## src/rtl/dmem_arb_pkg.sv

```systemverilog
// Shared types for the data-memory arbiter family.
// Latency: n/a (types and constants only).
// Backpressure: n/a.
package dmem_arb_pkg;

  // Width of the memory latency down-counter; covers MEM_LAT-1 up to 6.
  localparam int LAT_W = 3;

  typedef enum logic [1:0] {
    IDLE  = 2'd0,
    ISSUE = 2'd1,
    WAIT  = 2'd2,
    RESP  = 2'd3
  } arb_state_e;

  // Identifies which requester owns the transaction in flight.
  typedef logic owner_t;

endpackage

```

## src/rtl/dmem_arbiter_rr2.sv

```systemverilog
// Two-way round-robin picker: chooses a winner among two request lines.
// Latency: purely combinational.
// Backpressure: none; the caller decides when a pick is consumed.
//
// Ports:
//   req_i     request lines, bit n = requester n
//   rr_ptr_i  requester favoured when both request
//   valid_o   at least one request present
//   winner_o  selected requester (meaningful only when valid_o)
module arb_rr2
  import dmem_arb_pkg::*;
(
  input  logic [1:0] req_i,
  input  owner_t     rr_ptr_i,
  output logic       valid_o,
  output owner_t     winner_o
);

  always_comb begin
    valid_o  = |req_i;
    // A lone requester always wins; the pointer only breaks ties.
    winner_o = (req_i == 2'b11) ? rr_ptr_i : req_i[1];
  end

endmodule

```

## src/rtl/dmem_arbiter.sv

```systemverilog
// Shares one single-port data-memory/IO bus between the core LSU (port 0)
// and the debug/boot loader (port 1) with round-robin arbitration.
// Latency: grant 1 cycle after request sampled, response MEM_LAT+1 cycles
// after grant; one transaction in flight, MEM_LAT+3 cycles per transaction.
//
// Ports:
//   clk_i, rst_i                 clock, synchronous active-high reset
//   mN_req_i/we/addr/wdata/be    requester N command, held until mN_gnt_o
//   mN_gnt_o                     one-cycle grant pulse
//   mN_rvalid_o, mN_rdata_o      one-cycle response pulse, sticky read data
//   mem_*                        single-port memory/IO bus
//   busy_o                       a transaction is in flight
module dmem_arbiter
  import dmem_arb_pkg::*;
#(
  parameter int ADDR_W  = 32,
  parameter int DATA_W  = 32,
  parameter int MEM_LAT = 1
) (
  input  logic              clk_i,
  input  logic              rst_i,

  input  logic              m0_req_i,
  input  logic              m0_we_i,
  input  logic [ADDR_W-1:0] m0_addr_i,
  input  logic [DATA_W-1:0] m0_wdata_i,
  input  logic [3:0]        m0_be_i,
  output logic              m0_gnt_o,
  output logic              m0_rvalid_o,
  output logic [DATA_W-1:0] m0_rdata_o,

  input  logic              m1_req_i,
  input  logic              m1_we_i,
  input  logic [ADDR_W-1:0] m1_addr_i,
  input  logic [DATA_W-1:0] m1_wdata_i,
  input  logic [3:0]        m1_be_i,
  output logic              m1_gnt_o,
  output logic              m1_rvalid_o,
  output logic [DATA_W-1:0] m1_rdata_o,

  output logic              mem_en_o,
  output logic              mem_we_o,
  output logic [ADDR_W-1:0] mem_addr_o,
  output logic [DATA_W-1:0] mem_wdata_o,
  output logic [3:0]        mem_be_o,
  input  logic [DATA_W-1:0] mem_rdata_i,

  output logic              busy_o
);

  if ((MEM_LAT < 1) || (MEM_LAT > 7)) begin : g_bad_lat
    $error("dmem_arbiter: MEM_LAT must be in 1..7");
  end

  localparam logic [LAT_W-1:0] LAT_LOAD = LAT_W'(MEM_LAT - 1);

  arb_state_e        state_q, state_d;
  logic [LAT_W-1:0]  cnt_q, cnt_d;
  owner_t            rr_q, rr_d;
  owner_t            own_q, own_d;

  logic              mem_en_q, mem_en_d;
  logic              mem_we_q, mem_we_d;
  logic [ADDR_W-1:0] mem_addr_q, mem_addr_d;
  logic [DATA_W-1:0] mem_wdata_q, mem_wdata_d;
  logic [3:0]        mem_be_q, mem_be_d;

  logic [1:0]        gnt_q, gnt_d;
  logic [1:0]        rvalid_q, rvalid_d;
  logic [DATA_W-1:0] rdata0_q, rdata0_d;
  logic [DATA_W-1:0] rdata1_q, rdata1_d;
  logic              busy_q;

  logic              pick_vld;
  owner_t            pick_win;

  arb_rr2 u_rr2 (
    .req_i    ({m1_req_i, m0_req_i}),
    .rr_ptr_i (rr_q),
    .valid_o  (pick_vld),
    .winner_o (pick_win)
  );

  // Next-state and next-output logic. Every output is registered, so the
  // values computed here become visible in the cycle after the edge.
  always_comb begin
    state_d     = state_q;
    cnt_d       = cnt_q;
    rr_d        = rr_q;
    own_d       = own_q;
    mem_en_d    = 1'b0;
    mem_we_d    = mem_we_q;
    mem_addr_d  = mem_addr_q;
    mem_wdata_d = mem_wdata_q;
    mem_be_d    = mem_be_q;
    gnt_d       = 2'b00;
    rvalid_d    = 2'b00;
    rdata0_d    = rdata0_q;
    rdata1_d    = rdata1_q;

    unique case (state_q)
      IDLE: begin
        if (pick_vld) begin
          // Capture the winner's command; the requester may drop or
          // change its fields from here on without affecting this access.
          own_d       = pick_win;
          mem_we_d    = pick_win ? m1_we_i    : m0_we_i;
          mem_addr_d  = pick_win ? m1_addr_i  : m0_addr_i;
          mem_wdata_d = pick_win ? m1_wdata_i : m0_wdata_i;
          mem_be_d    = pick_win ? m1_be_i    : m0_be_i;
          mem_en_d    = 1'b1;
          gnt_d       = {pick_win, ~pick_win};
          state_d     = ISSUE;
        end
      end
      ISSUE: begin
        rr_d    = ~own_q;
        cnt_d   = LAT_LOAD;
        state_d = WAIT;
      end
      WAIT: begin
        if (cnt_q == '0) begin
          // Last WAIT edge: memory data is valid now.
          rvalid_d = {own_q, ~own_q};
          if (!mem_we_q) begin
            if (own_q) rdata1_d = mem_rdata_i;
            else       rdata0_d = mem_rdata_i;
          end
          state_d = RESP;
        end else begin
          cnt_d = cnt_q - LAT_W'(1);
        end
      end
      RESP: begin
        state_d = IDLE;
      end
      default: begin
        state_d = IDLE;
      end
    endcase
  end

  always_ff @(posedge clk_i) begin
    if (rst_i) begin
      state_q     <= IDLE;
      cnt_q       <= '0;
      rr_q        <= 1'b0;
      own_q       <= 1'b0;
      mem_en_q    <= 1'b0;
      mem_we_q    <= 1'b0;
      mem_addr_q  <= '0;
      mem_wdata_q <= '0;
      mem_be_q    <= '0;
      gnt_q       <= 2'b00;
      rvalid_q    <= 2'b00;
      rdata0_q    <= '0;
      rdata1_q    <= '0;
      busy_q      <= 1'b0;
    end else begin
      state_q     <= state_d;
      cnt_q       <= cnt_d;
      rr_q        <= rr_d;
      own_q       <= own_d;
      mem_en_q    <= mem_en_d;
      mem_we_q    <= mem_we_d;
      mem_addr_q  <= mem_addr_d;
      mem_wdata_q <= mem_wdata_d;
      mem_be_q    <= mem_be_d;
      gnt_q       <= gnt_d;
      rvalid_q    <= rvalid_d;
      rdata0_q    <= rdata0_d;
      rdata1_q    <= rdata1_d;
      // Registered copy of (state != IDLE) aligned with the state register.
      busy_q      <= (state_d != IDLE);
    end
  end

  assign m0_gnt_o    = gnt_q[0];
  assign m1_gnt_o    = gnt_q[1];
  assign m0_rvalid_o = rvalid_q[0];
  assign m1_rvalid_o = rvalid_q[1];
  assign m0_rdata_o  = rdata0_q;
  assign m1_rdata_o  = rdata1_q;
  assign mem_en_o    = mem_en_q;
  assign mem_we_o    = mem_we_q;
  assign mem_addr_o  = mem_addr_q;
  assign mem_wdata_o = mem_wdata_q;
  assign mem_be_o    = mem_be_q;
  assign busy_o      = busy_q;

endmodule

```

## config.mk

```make
export PLATFORM = sky130hd
export DESIGN_NAME = dmem_arbiter
export DESIGN_NICKNAME = d
export VERILOG_FILES = /design/src/rtl/dmem_arb_pkg.sv /design/src/rtl/dmem_arbiter_rr2.sv /design/src/rtl/dmem_arbiter.sv
export SDC_FILE = /design/constraint.sdc
export NUM_CORES = 1
export LEC_CHECK = 0
export CAP_MARGIN = 20
export CORE_ASPECT_RATIO = 0.5
export CORE_UTILIZATION = 30
export DETAILED_ROUTE_END_ITERATION = 16
export HOLD_SLACK_MARGIN = 0.02
export PLACE_DENSITY = 0.66
export SLEW_MARGIN = 10
export SYNTH_ARGS = -nofsm -noshare
export SYNTH_HDL_FRONTEND = slang
export SYNTH_SLANG_ARGS = --single-unit
```

## constraint.sdc

```tcl
create_clock -name clk_i -period 4.1 [get_ports clk_i]
set_input_delay 0.82 -clock clk_i [delete_from_list [all_inputs] [get_ports clk_i]]
set_output_delay 0.82 -clock clk_i [all_outputs]
set_load 0.03 [all_outputs]
```

==> results_dict.tcl <==
set metrics [dict create \
    result_of_the_run "complete, no violations" \
    synth-seq-area-share 0.484 \
    grt_antenna_before_repair 0 \
    powerDensity_nw_per_um2 630 \
    holdCritPathClass "reg2reg" \
    floorplan.initialDensity 0.308 \
    port_buffers 312 \
    worst_setup_path_end_kind "flop" \
    clk_latency_ps 410 \
    total_inserted_antenna_cells 0 \
    die_w_um 203 \
    fin_skew_ps 9.43 \
    ys_seq_elements 146 \
    p_seq_frac 0.318 \
    internal_power_contribution_mw 3.71 \
    cts_resized 0 \
    critPathArrivalTime_ps 2960 \
    yosysWarningCount 0 \
    combPwrFrac 0.432 \
    gp_congestion 0.821 \
    detail-route-antenna-nets 0 \
    ctsHtreeMaxLevel 4 \
    layout-area-overhead-vs-synth_pct 62.1 \
    root_buffer "sky130_fd_sc_hd__clkbuf_16" \
    routed_wire_length_per_instance_um 16.0 \
    grt_pass1_vias 5769 \
    wl_um 20600 \
    max_freq_mhz 378 \
    p_leak_nw 3.35 \
    clkSinkCount 146 \
    route.detailed.drc 0 \
    sw_frac_of_total 0.398 \
    syn_area_um2 6040 \
    crit_required_ps 4410 \
    total_routing_resource_utilization_after_global_routing 0.189 \
    cts_max_path_buffers 2 \
    grt_pass1_wl_um 31100 \
    final_net_count 1187 \
    mostFrequentLayoutCells "sky130_fd_sc_hd__clkdlybuf4s50_1 (310), sky130_fd_sc_hd__dfxtp_1 (146), sky130_fd_sc_hd__nand2_1 (130), sky130_fd_sc_hd__nor2_1 (77)" \
    slew_viol_final 0 \
    y_dimension_of_the_die_um 102 \
    period_share 0.646 \
    drt_first_pass_iters 5 \
    path_clk_slew_ps 60 \
    viasPerCell 4.91 \
    synth_top_cell_area_share 0.484 \
    worst-slew-pin-transition_ps 988 \
    tritoncts "built" \
    largest_area_contributor_in_the_netlist "sky130_fd_sc_hd__dfxtp_1" \
    critPathLaunchType "input port" \
    cts_inserted_buffers 17 \
    power.clock.fraction 0.250 \
    worst_ir_drop_vdd_uv 268 \
    yosys-top-cells-area "sky130_fd_sc_hd__dfxtp_1 (48%), sky130_fd_sc_hd__a311oi_1 (10%), sky130_fd_sc_hd__nand2_1 (8.1%)" \
    synth_fp_nets 921 \
    total_switching_power_mw 2.46 \
    num_rows 36 \
    report.final.setup_viol 0 \
    post_synth_inst_count 741 \
    coreArea_um2 19600 \
    final.min_clock_period_ps 2650 \
    maxSlewHeadroom 0.341 \
    iteration_0_drc_count_of_the_detailed_router 297 \
    global_route.overflow_total 0 \
    cts_hold_repair_buffers 0 \
    mostFrequentLayoutCell "sky130_fd_sc_hd__clkdlybuf4s50_1" \
    drive_gt1_frac 0.0490 \
    critical_path_class "in2reg" \
    postSynthAreaPerCell_um2 8.15 \
    hpwl_um 14000 \
    setup_repair_after_global_routing_missed_its_margin "no" \
    die_area_um2 20700 \
    vias 6311 \
    timing.critical_path.fanout_max 68 \
    setup-tns-final_ps 0 \
    cap_violations 0 \
    cts_setup_buffers 0 \
    maximum_number_of_pins_on_one_net_before_global_route_repair 86 \
    io_pins 313 \
    timing_hold_violations_final 0 \
    total_power_mw 6.16 \
    post_synth_num_cell_types 30 \
]
Yosys cell counts (all sizes together):
cell     count
a211oi       1
a21oi       68
a311o        1
a311oi      69
a32oi        1
and2         1
and2b        1
and4b        1
and4bb       1
buf         51
clkbuf      25
dfxtp      146
ha           6
inv          8
mux2i        1
nand2      130
nand2b       3
nand3       69
nand4b       1
nand4bb      1
nor2        77
nor2b        1
nor3         3
nor4         1
o21a         1
o21ai       73
area by class of cell:
type	instances	area [um^2]
multi-input cells	511	2670
clock buffers	18	439
clock inverters	14	144
fillers	1892	9810
repair buffers	323	3250
flip-flops and latches	146	2920
inverters	8	30.0
well taps	266	333
sequential cells by signal (all words and copies together), names as in the netlist:
signal	cells
cnt_q	3
mem_we_o	1
rvalid_q	2
state_q	2
rr_q	1
busy_o	1
m1_rdata_o	32
mem_wdata_o	32
mem_addr_o	32
mem_en_o	1
own_q	1
gnt_q	2
m0_rdata_o	32
mem_be_o	4
path summary, 6_finish.rpt:
check,startpoint,end,slack [ps],depth (start not counted)
worst max register to register,cnt_q[0],m1_rdata_o[21],1850,7
worst min register to register,m0_rdata_o[21],m0_rdata_o[21],450,2
worst min-delay path,m0_rdata_o[21],m0_rdata_o[21],450,2
worst max-delay path,m1_req_i,mem_addr_o[27],1450,5
per-layer routing:
metal  routed length (um)  global-route usage  share of wire  vias to the layer above
met5                    0                   0              0                        -
met4                  300              0.0544          0.015                        0
met3                  838              0.0335          0.041                       22
met2                10400               0.336           0.51                      167
met1                 9040               0.237           0.44                     2977
li1                     -                   -              -                     3145
metrics by stage:
| step | worst slack [ps] | utilization | hold WS (ps) | area, um^2 | std cells |
|---|---|---|---|---|---|
| after floorplan | 2470 | - | 450 | 6040 | 741 |
| after global placement | 1160 | 0.468 | 442 | 9180 | 1253 |
| after detailed placement | 1100 | 0.468 | 446 | 9180 | 1253 |
| after CTS | 1530 | 0.498 | 455 | 9760 | 1285 |
| after global routing | 1290 | 0.499 | 471 | 9780 | 1286 |
| final | 1450 | 0.499 | 454 | 9780 | 1286 |
critical path, stage by stage:
cell and delay (ps):
sky130_fd_sc_hd__buf_2 650, sky130_fd_sc_hd__o21a_4 700, sky130_fd_sc_hd__buf_4 390, sky130_fd_sc_hd__nor2_1 70, sky130_fd_sc_hd__a311oi_1 280
power groups by stage:
stage | clock, mW | sequential [mW] | combinational [mW]
finish | 1.54 | 1.96 | 2.67
global route | 1.65 | 2.00 | 2.85
CTS | 1.58 | 1.96 | 2.68
detailed placement | 0 | 1.98 | 2.67
floorplan | 0 | 2.62 | 1.04
global placement | 0 | 1.98 | 2.63
cells by family (layout without fill, tap and decap cells):
kind of cell | after synthesis | in the layout | synth area share
AND/OR/NAND/NOR | 290 | 290 | 0.203
buffers and inverters | 84 | 363 | 0.0757
flip-flops | 146 | 146 | 0.484
AO/OA/AOI/OAI | 214 | 214 | 0.223
adder cells (fa/ha/maj) | 6 | 6 | 0.0124
multiplexers | 1 | 1 | 0.00166
Power figures use the tool's default switching activity.
